### config.mk
export PLATFORM = sky130hd
export DESIGN_NAME = uart_tx_sched
export DESIGN_NICKNAME = d
export VERILOG_FILES = /design/src/rtl/uart_tx_sched.sv
export SDC_FILE = /design/constraint.sdc
export NUM_CORES = 1
export LEC_CHECK = 0
export CELL_PAD_IN_SITES_DETAIL_PLACEMENT = 1
export CELL_PAD_IN_SITES_GLOBAL_PLACEMENT = 2
export CORE_ASPECT_RATIO = 0.7
export CORE_MARGIN = 8
export CORE_UTILIZATION = 24
export CTS_BUF_LIST = sky130_fd_sc_hd__clkbuf_4
export DETAILED_ROUTE_END_ITERATION = 8
export PLACE_DENSITY_LB_ADDON = 0.1
export SETUP_SLACK_MARGIN = 0.4
export SYNTH_ARGS = -nofsm -noshare
export SYNTH_HDL_FRONTEND = slang
export SYNTH_SLANG_ARGS = --single-unit
### constraint.sdc
create_clock -name clk -period 1.7 [get_ports clk]
set_input_delay 0.34 -clock clk [delete_from_list [all_inputs] [get_ports clk]]
set_output_delay 0.34 -clock clk [all_outputs]
set_load 0.03 [all_outputs]
### src/rtl/uart_tx_sched.sv
// Round-robin scheduler feeding one UART byte transmitter from NUM_REQ byte sources.
// One byte in flight at a time; optional packet lock holds the grant until req_last.
module uart_tx_sched #(
    parameter int unsigned NUM_REQ      = 4,
    parameter int unsigned LOCK_PKT     = 1,
    parameter int unsigned BUSY_TIMEOUT = 16
) (
    input  logic                       clk,
    input  logic                       rst_n,
    input  logic [NUM_REQ-1:0]         req_valid,
    input  logic [8*NUM_REQ-1:0]       req_data,
    input  logic [NUM_REQ-1:0]         req_last,
    output logic [NUM_REQ-1:0]         req_ready,
    output logic [7:0]                 tx_d,
    output logic                       tx_ena,
    input  logic                       tx_rts,
    output logic [$clog2(NUM_REQ)-1:0] grant_id,
    output logic                       busy,
    input  logic                       err_clr,
    output logic                       err_timeout
);

    localparam int unsigned IW = $clog2(NUM_REQ);
    localparam int unsigned CW = $clog2(BUSY_TIMEOUT + 1);

    typedef enum logic [1:0] {
        IDLE,
        LOAD,
        WAIT_BUSY,
        WAIT_DONE
    } state_t;

    state_t               state, state_n;
    logic                 lock, lock_n;
    logic [IW-1:0]        rr_ptr, rr_ptr_n;
    logic [IW-1:0]        grant_id_n;
    logic [7:0]           tx_d_n;
    logic                 tx_ena_n;
    logic                 busy_n;
    logic                 err_n;
    logic [CW-1:0]        cnt, cnt_n;

    logic [NUM_REQ-1:0]   eligible;
    logic                 found;
    logic [IW-1:0]        winner;
    int unsigned          idx;
    logic [7:0]           lane;

    // Winner search starts just after the last granted requester.
    always_comb begin
        eligible = req_valid;
        if (lock) begin
            eligible = req_valid & (NUM_REQ'(1) << grant_id);
        end
        found  = 1'b0;
        winner = '0;
        idx    = 0;
        for (int unsigned k = 1; k <= NUM_REQ; k++) begin
            idx = (32'(rr_ptr) + k) % NUM_REQ;
            if (!found && eligible[IW'(idx)]) begin
                found  = 1'b1;
                winner = IW'(idx);
            end
        end
    end

    always_comb begin
        lane = '0;
        for (int unsigned i = 0; i < NUM_REQ; i++) begin
            if (winner == IW'(i)) begin
                lane = req_data[8*i +: 8];
            end
        end
    end

    always_ff @(posedge clk or negedge rst_n) begin
        if (!rst_n) begin
            state       <= IDLE;
            lock        <= 1'b0;
            rr_ptr      <= IW'(NUM_REQ - 1);
            grant_id    <= '0;
            tx_d        <= 8'h00;
            tx_ena      <= 1'b0;
            busy        <= 1'b0;
            err_timeout <= 1'b0;
            cnt         <= '0;
        end else begin
            state       <= state_n;
            lock        <= lock_n;
            rr_ptr      <= rr_ptr_n;
            grant_id    <= grant_id_n;
            tx_d        <= tx_d_n;
            tx_ena      <= tx_ena_n;
            busy        <= busy_n;
            err_timeout <= err_n;
            cnt         <= cnt_n;
        end
    end

    // Accept strobe is combinational so the byte is taken in the selecting cycle.
    always_comb begin
        state_n    = state;
        lock_n     = lock;
        rr_ptr_n   = rr_ptr;
        grant_id_n = grant_id;
        tx_d_n     = tx_d;
        cnt_n      = cnt;
        err_n      = err_timeout & ~err_clr;
        req_ready  = '0;

        case (state)
            IDLE: begin
                if (tx_rts && found) begin
                    req_ready  = NUM_REQ'(1) << winner;
                    tx_d_n     = lane;
                    grant_id_n = winner;
                    if ((LOCK_PKT != 0) && !req_last[winner]) begin
                        lock_n = 1'b1;
                    end else begin
                        lock_n   = 1'b0;
                        rr_ptr_n = winner;
                    end
                    state_n = LOAD;
                end
            end
            LOAD: begin
                cnt_n   = '0;
                state_n = WAIT_BUSY;
            end
            WAIT_BUSY: begin
                if (!tx_rts) begin
                    state_n = WAIT_DONE;
                end else if (cnt == CW'(BUSY_TIMEOUT - 1)) begin
                    // Transmitter never started: drop the byte and release any lock.
                    err_n   = 1'b1;
                    lock_n  = 1'b0;
                    state_n = IDLE;
                end else begin
                    cnt_n = cnt + CW'(1);
                end
            end
            WAIT_DONE: begin
                if (tx_rts) begin
                    state_n = IDLE;
                end
            end
            default: state_n = IDLE;
        endcase

        tx_ena_n = (state_n == LOAD);
        busy_n   = (state_n != IDLE);
    end

endmodule

* Yosys cells after proc, flatten, opt, wreduce, memory -nomap -nowiden
Index checks and enable logic that the tools add are counted.
W data, S select, Z words.
** Cells by class
- Shifts and indexed selects :: 2
- Reduce and logical (&&, ||, !) cells :: 16
- Order comparisons :: 5
- Multiplexer cells :: 41
- Bitwise gates (word level) :: 3
- Add/sub/neg operators :: 5
- Equal/unequal tests :: 12
** Operators with widths (count)
- $mux W8 :: 4
- $mux W1 :: 16
- $mux W2 :: 8
- $lt A2 B3 Y1 const B :: 5
- $mux W4 :: 3
- $bmux W1 S2 :: 5
- $mux W5 :: 2
- $pmux W5 S2 :: 1
- $eq A2 B2 Y1 const B :: 4
- $ne A2 B2 Y1 const B :: 4
- $pmux W2 S4 :: 1
- $shl A1 B2 Y4 const A :: 2
- $eq A2 B1 Y1 const B :: 3
- $reduce_and A3 Y1 :: 2
- $reduce_bool A2 Y1 :: 3
- $add A5 B1 Y5 const B :: 1
- $eq A5 B4 Y1 const B :: 1
- $add A2 B1 Y2 const B :: 2
- $add A2 B2 Y2 const B :: 2
- $and A4 B4 Y4 :: 1
- $logic_and A1 B1 Y1 :: 4
- $logic_not A2 Y1 :: 2
- $reduce_and A4 Y1 :: 1
- $logic_not A1 Y1 :: 3
- other kinds (4) :: 4
** Storage, ports and cells
- Output and inout bits :: 17
- Bits in registers :: 23

* Depth between registers and ports, before layout
Gate-level depths: netlist of the first run.
- Depth after elaboration :: 20
- Mapped depth :: 9

* Worst setup path after synthesis of the first run
OpenSTA, ideal clock, no wires.
- Kind :: flip-flop to output port
- Start :: reg grant_id[1]
- End :: out req_ready[0]
- Buffers on the path :: 1
- Slack :: -0.664 ns
- Stages on the path, launching flop included :: 8
- Arrival :: 2.024 ns
- Cell sequence :: dfrtp_1 > o21ai_0 > nand2_1 > a311o_4 > inv_4 > nand2b_4 > buf_12 > nor2_1
** Between the ends
- Word-level cells in the longest chain between the ends :: 18
** Ends and longest elaborated chain
- start, declared :: line 17 : output logic [$clog2(NUM_REQ)-1:0] grant_id,
- start signal, assigned :: line 91 : grant_id <= grant_id_n;
- $shl A1 B2 Y4 * :: line 53 : eligible = req_valid & (NUM_REQ'(1) << grant_id);
- $and A4 B4 Y4 * :: line 53
- $mux W4 * :: line 52 : if (lock) begin
- $bmux W1 S2 :: line 60 : if (!found && eligible[IW'(idx)]) begin
- $mux W1 (not written as such) :: line 60
- $mux W1 :: line 60
- $logic_not A1 Y1 :: line 60
- $logic_and A1 B1 Y1 :: line 60
- [2 not listed]
- $logic_and A1 B1 Y1 :: line 60
- $mux W1 :: line 60
- $logic_not A1 Y1 :: line 60
- $logic_and A1 B1 Y1 :: line 60
- $mux W2 or $mux W1 (tied branches) :: line 60
- $shl A1 B2 Y4 or $logic_and A1 B1 Y1 (tied branches) :: line 114, 113
- $mux W4 * :: line 113 : if (tx_rts && found) begin
- $mux W4 * :: line 111 : case (state)
- end, declared :: line 13 : output logic [NUM_REQ-1:0] req_ready,
Mark *: on every way between the ends. The rest lies on a longest branch, timed or not. The select of a mux whose other input is x is not followed.

* Worst setup path in the final report of the first run
- Start :: reg lock
- End :: out req_ready[1]
** Between the ends
- Word-level cells in the longest chain between the ends :: 16
** Ends and longest elaborated chain
- start, declared :: line 34 : logic lock, lock_n;
- start signal, assigned :: line 89 : lock <= lock_n;
- $mux W4 * :: line 52
- $bmux W1 S2 :: line 60
- $mux W1 (not written as such) :: line 60
- $mux W1 :: line 60
- $logic_not A1 Y1 :: line 60
- $logic_and A1 B1 Y1 :: line 60
- $mux W1 :: line 60
- $logic_not A1 Y1 :: line 60
- $logic_and A1 B1 Y1 :: line 60
- $mux W1 :: line 60
- $logic_not A1 Y1 :: line 60
- $logic_and A1 B1 Y1 :: line 60
- $mux W2 or $mux W1 (tied branches) :: line 60
- $shl A1 B2 Y4 or $logic_and A1 B1 Y1 (tied branches) :: line 114, 113
- $mux W4 * :: line 113
- $mux W4 * :: line 111
Marked as above.

==> impl_metrics.py, run 1 <==
metrics = {
    "power": {
        "p_switching_w": 0.00208,
        "combPwrFrac_pct": 72.2,
        "p_int_w": 0.00254,
        "p_leak_nw": 1.24,
        "ir_worst_vdd_mv": 0.497,
        "seqPwrFrac_pct": 21.5,
        "p_sw_share_pct": 45.0,
        "p_per_area_nw_per_um2": 1620,
        "pwr-share-clk_pct": 6.3,
    },
    "setup_path": {
        "rr_startpoint": "grant_id[0]",
        "worstSetupEndpointType": "primary output",
        "required_ns": 1.36,
        "crit_type": "reg2out",
        "start_kind": "flip-flop",
        "cp_max_fo": 6,
        "cp-startpoint": "lock",
        "worst_ep_arrival_time_ns": 1.99,
    },
    "timing": {
        "whs_ns": 0.369,
        "skew_ns": 0.00141,
        "rsz0062_at_grt": "true",
        "worstMarginPinSlew_ns": 0.324,
        "timing.final.ws_setup_ns": -0.632,
        "hold_violations": 0,
        "slew_headroom_pct": 78.4,
        "fmax_ghz": 0.429,
        "finalMaxSlewViolations": 0,
        "fin_crit_ns": 2.33,
        "fin_crit_sh_pct": 137,
        "finalSetupViolCount": 18,
    },
    "clocking": {
        "clk_pin_slew_ns": 0.14,
        "cts_htree_levels": 1,
        "cts_tree": "done",
        "clk_latency_ns": 0.32,
        "max-clock-path-buffers": 2,
        "cts_buffers": 3,
        "cts.sinks": 23,
        "cts-root-buf": "clkbuf_4",
    },
    "synthesis": {
        "synth_most_common_cell": "dfrtp_1",
        "synth.area.top_cells": "dfrtp_1, mux2i_1, a221oi_2",
        "seq_area_frac_synth_pct": 36.6,
        "syn_nets": 207,
        "mappedNetlistArea_um2": 1580,
        "synthDistinctLibCells": 48,
        "synth_edf_count": 0,
        "ys.flop_type": "dfrtp_1",
        "yosys_warnings": 0,
        "synth-async-reset-ratio_pct": 100,
        "synth_area_per_cell_um2": 9.80,
        "ys_seq_elements": 23,
        "synth.top_cells.by_count": "dfrtp_1, nand2_1, nor2_1",
        "synth_top_cell_by_area": "dfrtp_1",
        "postSynthCellCount": 161,
        "synth_top_area_share_pct": 33.3,
    },
    "route": {
        "num_vias": 1700,
        "vias_per_cell": 4.90,
        "ant_nets": 0,
        "route.detailed.drc": 0,
        "first_iter_violations": 41,
        "wl_mm": 6.27,
        "firstDrtPassIters": 4,
        "wl_per_cell_um": 18.1,
    },
    "floorplan": {
        "fp.dieArea_um2": 9470,
        "start_util_pct": 25.0,
        "ios": 61,
        "core_area_um2": 6310,
        "die_width_um": 113,
        "die_h_um": 83.8,
        "std_cell_rows": 24,
    },
    "cells_and_area": {
        "seq_area_um2": 582,
        "nets": 316,
        "syn2layout_area_growth_pct": 80.1,
        "drive_gt1_share_pct": 49.4,
        "n_antenna_cell": 0,
        "multi_input_area_um2": 1060,
        "final_cells": 347,
        "final.fill_count": 708,
    },
    "place": {
        "io_buffer_count": 60,
        "dp.final_hpwl_mm": 4.74,
        "placed_cells": 320,
        "place.gp.congestion": 0.896,
    },
    "global_route": {
        "grt_usage_pct": 12.8,
        "overflow": 0,
        "grt_max_degree": 24,
        "grt_pass1_wl_mm": 9.83,
        "grt_antenna_before_repair": 0,
        "grt_pass1_vias": 1866,
    },
    "status": {
        "status": "complete, but fails checks",
        "violations": "negative setup slack",
    },
    "job": {
        "max-cap-violations": 0,
    },
    "min_path": {
        "hold_class": "in2async",
    },
}
## critical path: stages (launching register included)
cell      delay (ns)
dfrtp_2         0.43
buf_6           0.13
or3b_1          0.34
nand4_1         0.13
and4bb_4        0.29
nand2b_4        0.18
nor2_4          0.04
buf_6           0.13
## repair_timing
| action | in CTS | in global routing |
|---|---|---|
| hold endpoints to repair | 0 | 0 |
| gates resized for setup | 106 | 21 |
| endpoints found under the setup margin | 40 | 31 |
| pin swaps | 14 | 12 |
| buffers inserted | 14 | 9 |
| hold buffers | 0 | 0 |
## area by class of cell
type / instances / share of cell area, %
clock buffers: 4 / 1.06
inverters: 6 / 0.969
multi-input cells: 124 / 37.5
flip-flops and latches: 23 / 20.5
well taps: 78 / 3.43
repair buffers: 112 / 36.6
## per-layer routing
layer	global-route usage (%)	up-vias	wire (um)
met5	0	-	0
met2	21.5	40	3110
met3	3.61	4	300
li1	-	818	-
met4	2.29	0	31
met1	16.0	838	2830
## registers in the layout, indices dropped and copies added, names as in the netlist, 2 cells and up
register / flops
cnt: 5
grant_id: 2
rr_ptr: 2
state: 2
tx_d: 8
## kinds of logic (layout without fill, tap and decap cells)
kind of cell | count (synthesis) | in the layout | synth area share (%)
AND/OR/NAND/NOR | 57 | 57 | 18.7
AO/OA/AOI/OAI | 53 | 53 | 28.9
flip-flops | 23 | 23 | 36.6
buffers and inverters | 14 | 122 | 6.58
multiplexers | 12 | 12 | 7.61
adder cells (fa/ha/maj) | 2 | 2 | 1.59
## per-stage QoR
stage	utilization (%)	power [W]	TNS [ns]	area (um^2)	setup slack, ns
final	45.1	0.00461	-7.16	2840	-0.632
after detailed placement	39.6	0.00376	-10.15	2490	-0.669
after CTS	42.9	0.00437	-6.92	2710	-0.642
after global placement	39.6	0.00369	-9.30	2490	-0.603
after floorplan	-	0.00271	-1.88	1670	-0.307
after global routing	45.1	0.00490	-8.50	2840	-0.687
## cell usage in the layout (no fill, tap or decap), types with 3 or more instances in the layout
cell / synthesis / final
clkdlybuf4s50_1: 0 / 42
buf_4: 2 / 32
buf_6: 2 / 25
dfrtp_1: 21 / 18
nand2_1: 20 / 17
nor2_1: 14 / 10
mux2i_1: 12 / 10
buf_2: 0 / 10
a21oi_2: 7 / 9
a221oi_2: 8 / 8
o21ai_2: 0 / 6
o21ai_1: 3 / 6
inv_1: 4 / 4
nor2_4: 0 / 4
a21oi_1: 6 / 4
clkbuf_4: 0 / 4
a22o_1: 3 / 3
nand4_1: 3 / 3
nand3_1: 5 / 3
dfrtp_2: 0 / 3
## path summary, 6_finish.rpt
path,to,slack [ns],cells past startpoint
setup / recovery,req_ready[1],-0.63,7
hold / removal,cnt[0],0.37,2
setup reg to reg,tx_d[1],-0.46,10
hold reg to reg,cnt[4],0.54,1
max in group asynchronous,rr_ptr[1],1.04,2
min in group clk,cnt[4],0.54,1
## power by group through the flow
stage	Clock, W	Combinational [W]	Sequential [W]
floorplan	0	0.00148	0.00123
global route	0.000318	0.00357	0.00102
detailed placement	0	0.00274	0.00102
CTS	0.000303	0.00309	0.000978
finish	0.000292	0.00333	0.000990
global placement	0	0.00269	0.00100
(Power assumes the default switching activity.)
==> run 2: changes to the inputs <==
- HOLD_SLACK_MARGIN: not set -> 0.1
==> results of run 2 <==
Final layout, timing and power as in run 1 (identical DEF).
==> run 3: changes to the inputs <==
- SETUP_SLACK_MARGIN: 0.4 -> 0.05
==> run 3 against run 2 <==
Net effect: the run still ends with negative setup slack left; register-to-register slack improved by 0.14 ns; sequential share of layout area decreased by 0.13 points; combinational power about the same; global-route usage rose by 0.33 points; utilization grew 0.30 points; cell count down 0.29%; sequential power fell by 2%; hold slack about the same; fmax is 3.9% higher; critical path type unchanged; critical path depth unchanged.
==> impl_metrics.py, run 3 (same netlist as run 1, synthesis figures left out) <==
metrics = {
    "timing": {
        "finalSetupViolCount": 17,
        "hold_violations": 0,
        "fin_crit_sh_pct": 132,
        "timing.final.ws_setup_ns": -0.546,
        "finalMaxSlewViolations": 0,
        "fmax_ghz": 0.445,
        "fin_setup_tns_ns": -5.15,
        "slew_headroom_pct": 75.7,
        "rsz0062_at_grt": "true",
        "skew_ns": 0.00538,
        "fin_crit_ns": 2.25,
        "worstMarginPinSlew_ns": 0.366,
    },
    "floorplan": {
        "die_width_um": 113,
        "start_util_pct": 25.0,
        "core_area_um2": 6310,
        "ios": 61,
        "die_h_um": 83.8,
        "std_cell_rows": 24,
        "fp.dieArea_um2": 9470,
    },
    "route": {
        "ant_nets": 0,
        "route.detailed.drc": 0,
        "vias_per_cell": 4.81,
        "wl_per_cell_um": 17.6,
        "firstDrtPassIters": 2,
        "first_iter_violations": 29,
        "num_vias": 1664,
        "wl_mm": 6.09,
    },
    "setup_path": {
        "start_kind": "flip-flop",
        "path_buf_inv": 2,
        "required_ns": 1.36,
        "cp_max_fo": 6,
        "worstSetupEndpointType": "primary output",
        "worst_ep_arrival_time_ns": 1.91,
        "path_delay_family": "compound AO/OA/AOI/OAI gates",
        "crit_type": "reg2out",
        "cp_cell_sequence": "o21ai_2 > nand2_1 > a311o_4 > inv_4 > nand2b_4 > nor2_4 > buf_6",
        "slowest_stage": "dfrtp_2",
        "slowest_delay_ns": 0.50,
    },
    "power": {
        "p_per_area_nw_per_um2": 1600,
        "p_leak_nw": 1.24,
        "ir_worst_vdd_mv": 0.530,
    },
    "global_route": {
        "grt_usage_pct": 13.1,
        "grt_antenna_before_repair": 0,
        "overflow": 0,
        "grt_max_degree": 24,
        "grt_pass1_wl_mm": 10.1,
        "grt_pass1_vias": 1930,
    },
    "clocking": {
        "cts_htree_levels": 1,
        "cts-root-buf": "clkbuf_4",
        "cts_buffers": 3,
        "cts.sinks": 23,
        "max-clock-path-buffers": 2,
        "cts_hold_buf": 0,
        "clk_latency_ns": 0.32,
        "cts_tree": "done",
        "clk_pin_slew_ns": 0.14,
    },
    "status": {
        "status": "complete, but fails checks",
        "violations": "negative setup slack",
    },
    "cells_and_area": {
        "largest_reg_flops": 8,
        "largest_register": "tx_d",
        "n_antenna_cell": 0,
        "final.fill_count": 707,
        "drive_gt1_share_pct": 44.4,
        "nets": 315,
        "syn2layout_area_growth_pct": 81.3,
        "final_cell_mix": "clkdlybuf4s50_1, buf_4, dfrtp_1",
        "largest_registers": "tx_d: 8 flops, cnt: 5 flops",
        "final_cells": 346,
        "mostFrequentLayoutCell": "clkdlybuf4s50_1",
    },
    "place": {
        "place.gp.congestion": 0.813,
        "dp.final_hpwl_mm": 4.70,
        "io_buffer_count": 60,
        "placed_cells": 326,
    },
    "min_path": {
        "hold_class": "in2async",
    },
    "job": {
        "max-cap-violations": 0,
    },
}
-- run 3: final timing paths --
| kind | from | slack, ns | endpoint | cells past startpoint |
|---|---|---|---|---|
| min | rst_n | 0.37 | cnt[0] | 2 |
| min in group clk | cnt[4] | 0.53 | cnt[4] | 1 |
| max reg2reg | rr_ptr[1] | -0.32 | tx_d[4] | 9 |
| max in group asynchronous | rst_n | 1.03 | rr_ptr[1] | 2 |
| min reg2reg | cnt[4] | 0.53 | cnt[4] | 1 |
| max | grant_id[1] | -0.55 | req_ready[1] | 7 |
-- run 3: area by class of cell --
cell class	instances	area, um^2	share of cell area [%]
tap	78	97.6	3.41
timing repair buffer	111	1050	36.9
clock buffer	4	30.0	1.05
multi-input combinational	124	1070	37.4
inverter	6	27.5	0.962
sequential	23	582	20.3
-- run 3: repair_timing --
item,4_1_cts,5_1_grt
buffers inserted,14,3
resized for setup,51,25
setup endpoints to repair,35,22
pin swaps,13,15
hold endpoints to repair,0,0
-- run 3: through the flow --
stage / area, um^2 / util, % / setup slack, ns / hold WS [ns] / power [W]
after floorplan: 1650 / - / -0.307 / 0.0444 / 0.00269
after global placement: 2520 / 40.0 / -0.604 / 0.496 / 0.00374
after detailed placement: 2520 / 40.0 / -0.652 / 0.496 / 0.00383
after CTS: 2750 / 43.7 / -0.568 / 0.374 / 0.00442
after global routing: 2860 / 45.4 / -0.649 / 0.386 / 0.00491
final: 2860 / 45.4 / -0.546 / 0.369 / 0.00456
-- run 3: per-layer routing --
layer	vias to the layer above	global-route usage, %	wire length (um)
li1	811	-	-
met1	817	17.0	2820
met2	34	21.9	2970
met3	2	3.68	279
met4	0	1.33	20
met5	-	0	0
-- run 3: power breakdown --
| part | switching, W | leakage [nW] | internal, W |
|---|---|---|---|
| sequential | 0.000189 | 0.274 | 0.000786 |
| combinational | 0.00165 | 0.951 | 0.00165 |
| clock | 0.000175 | 0.0184 | 0.000108 |
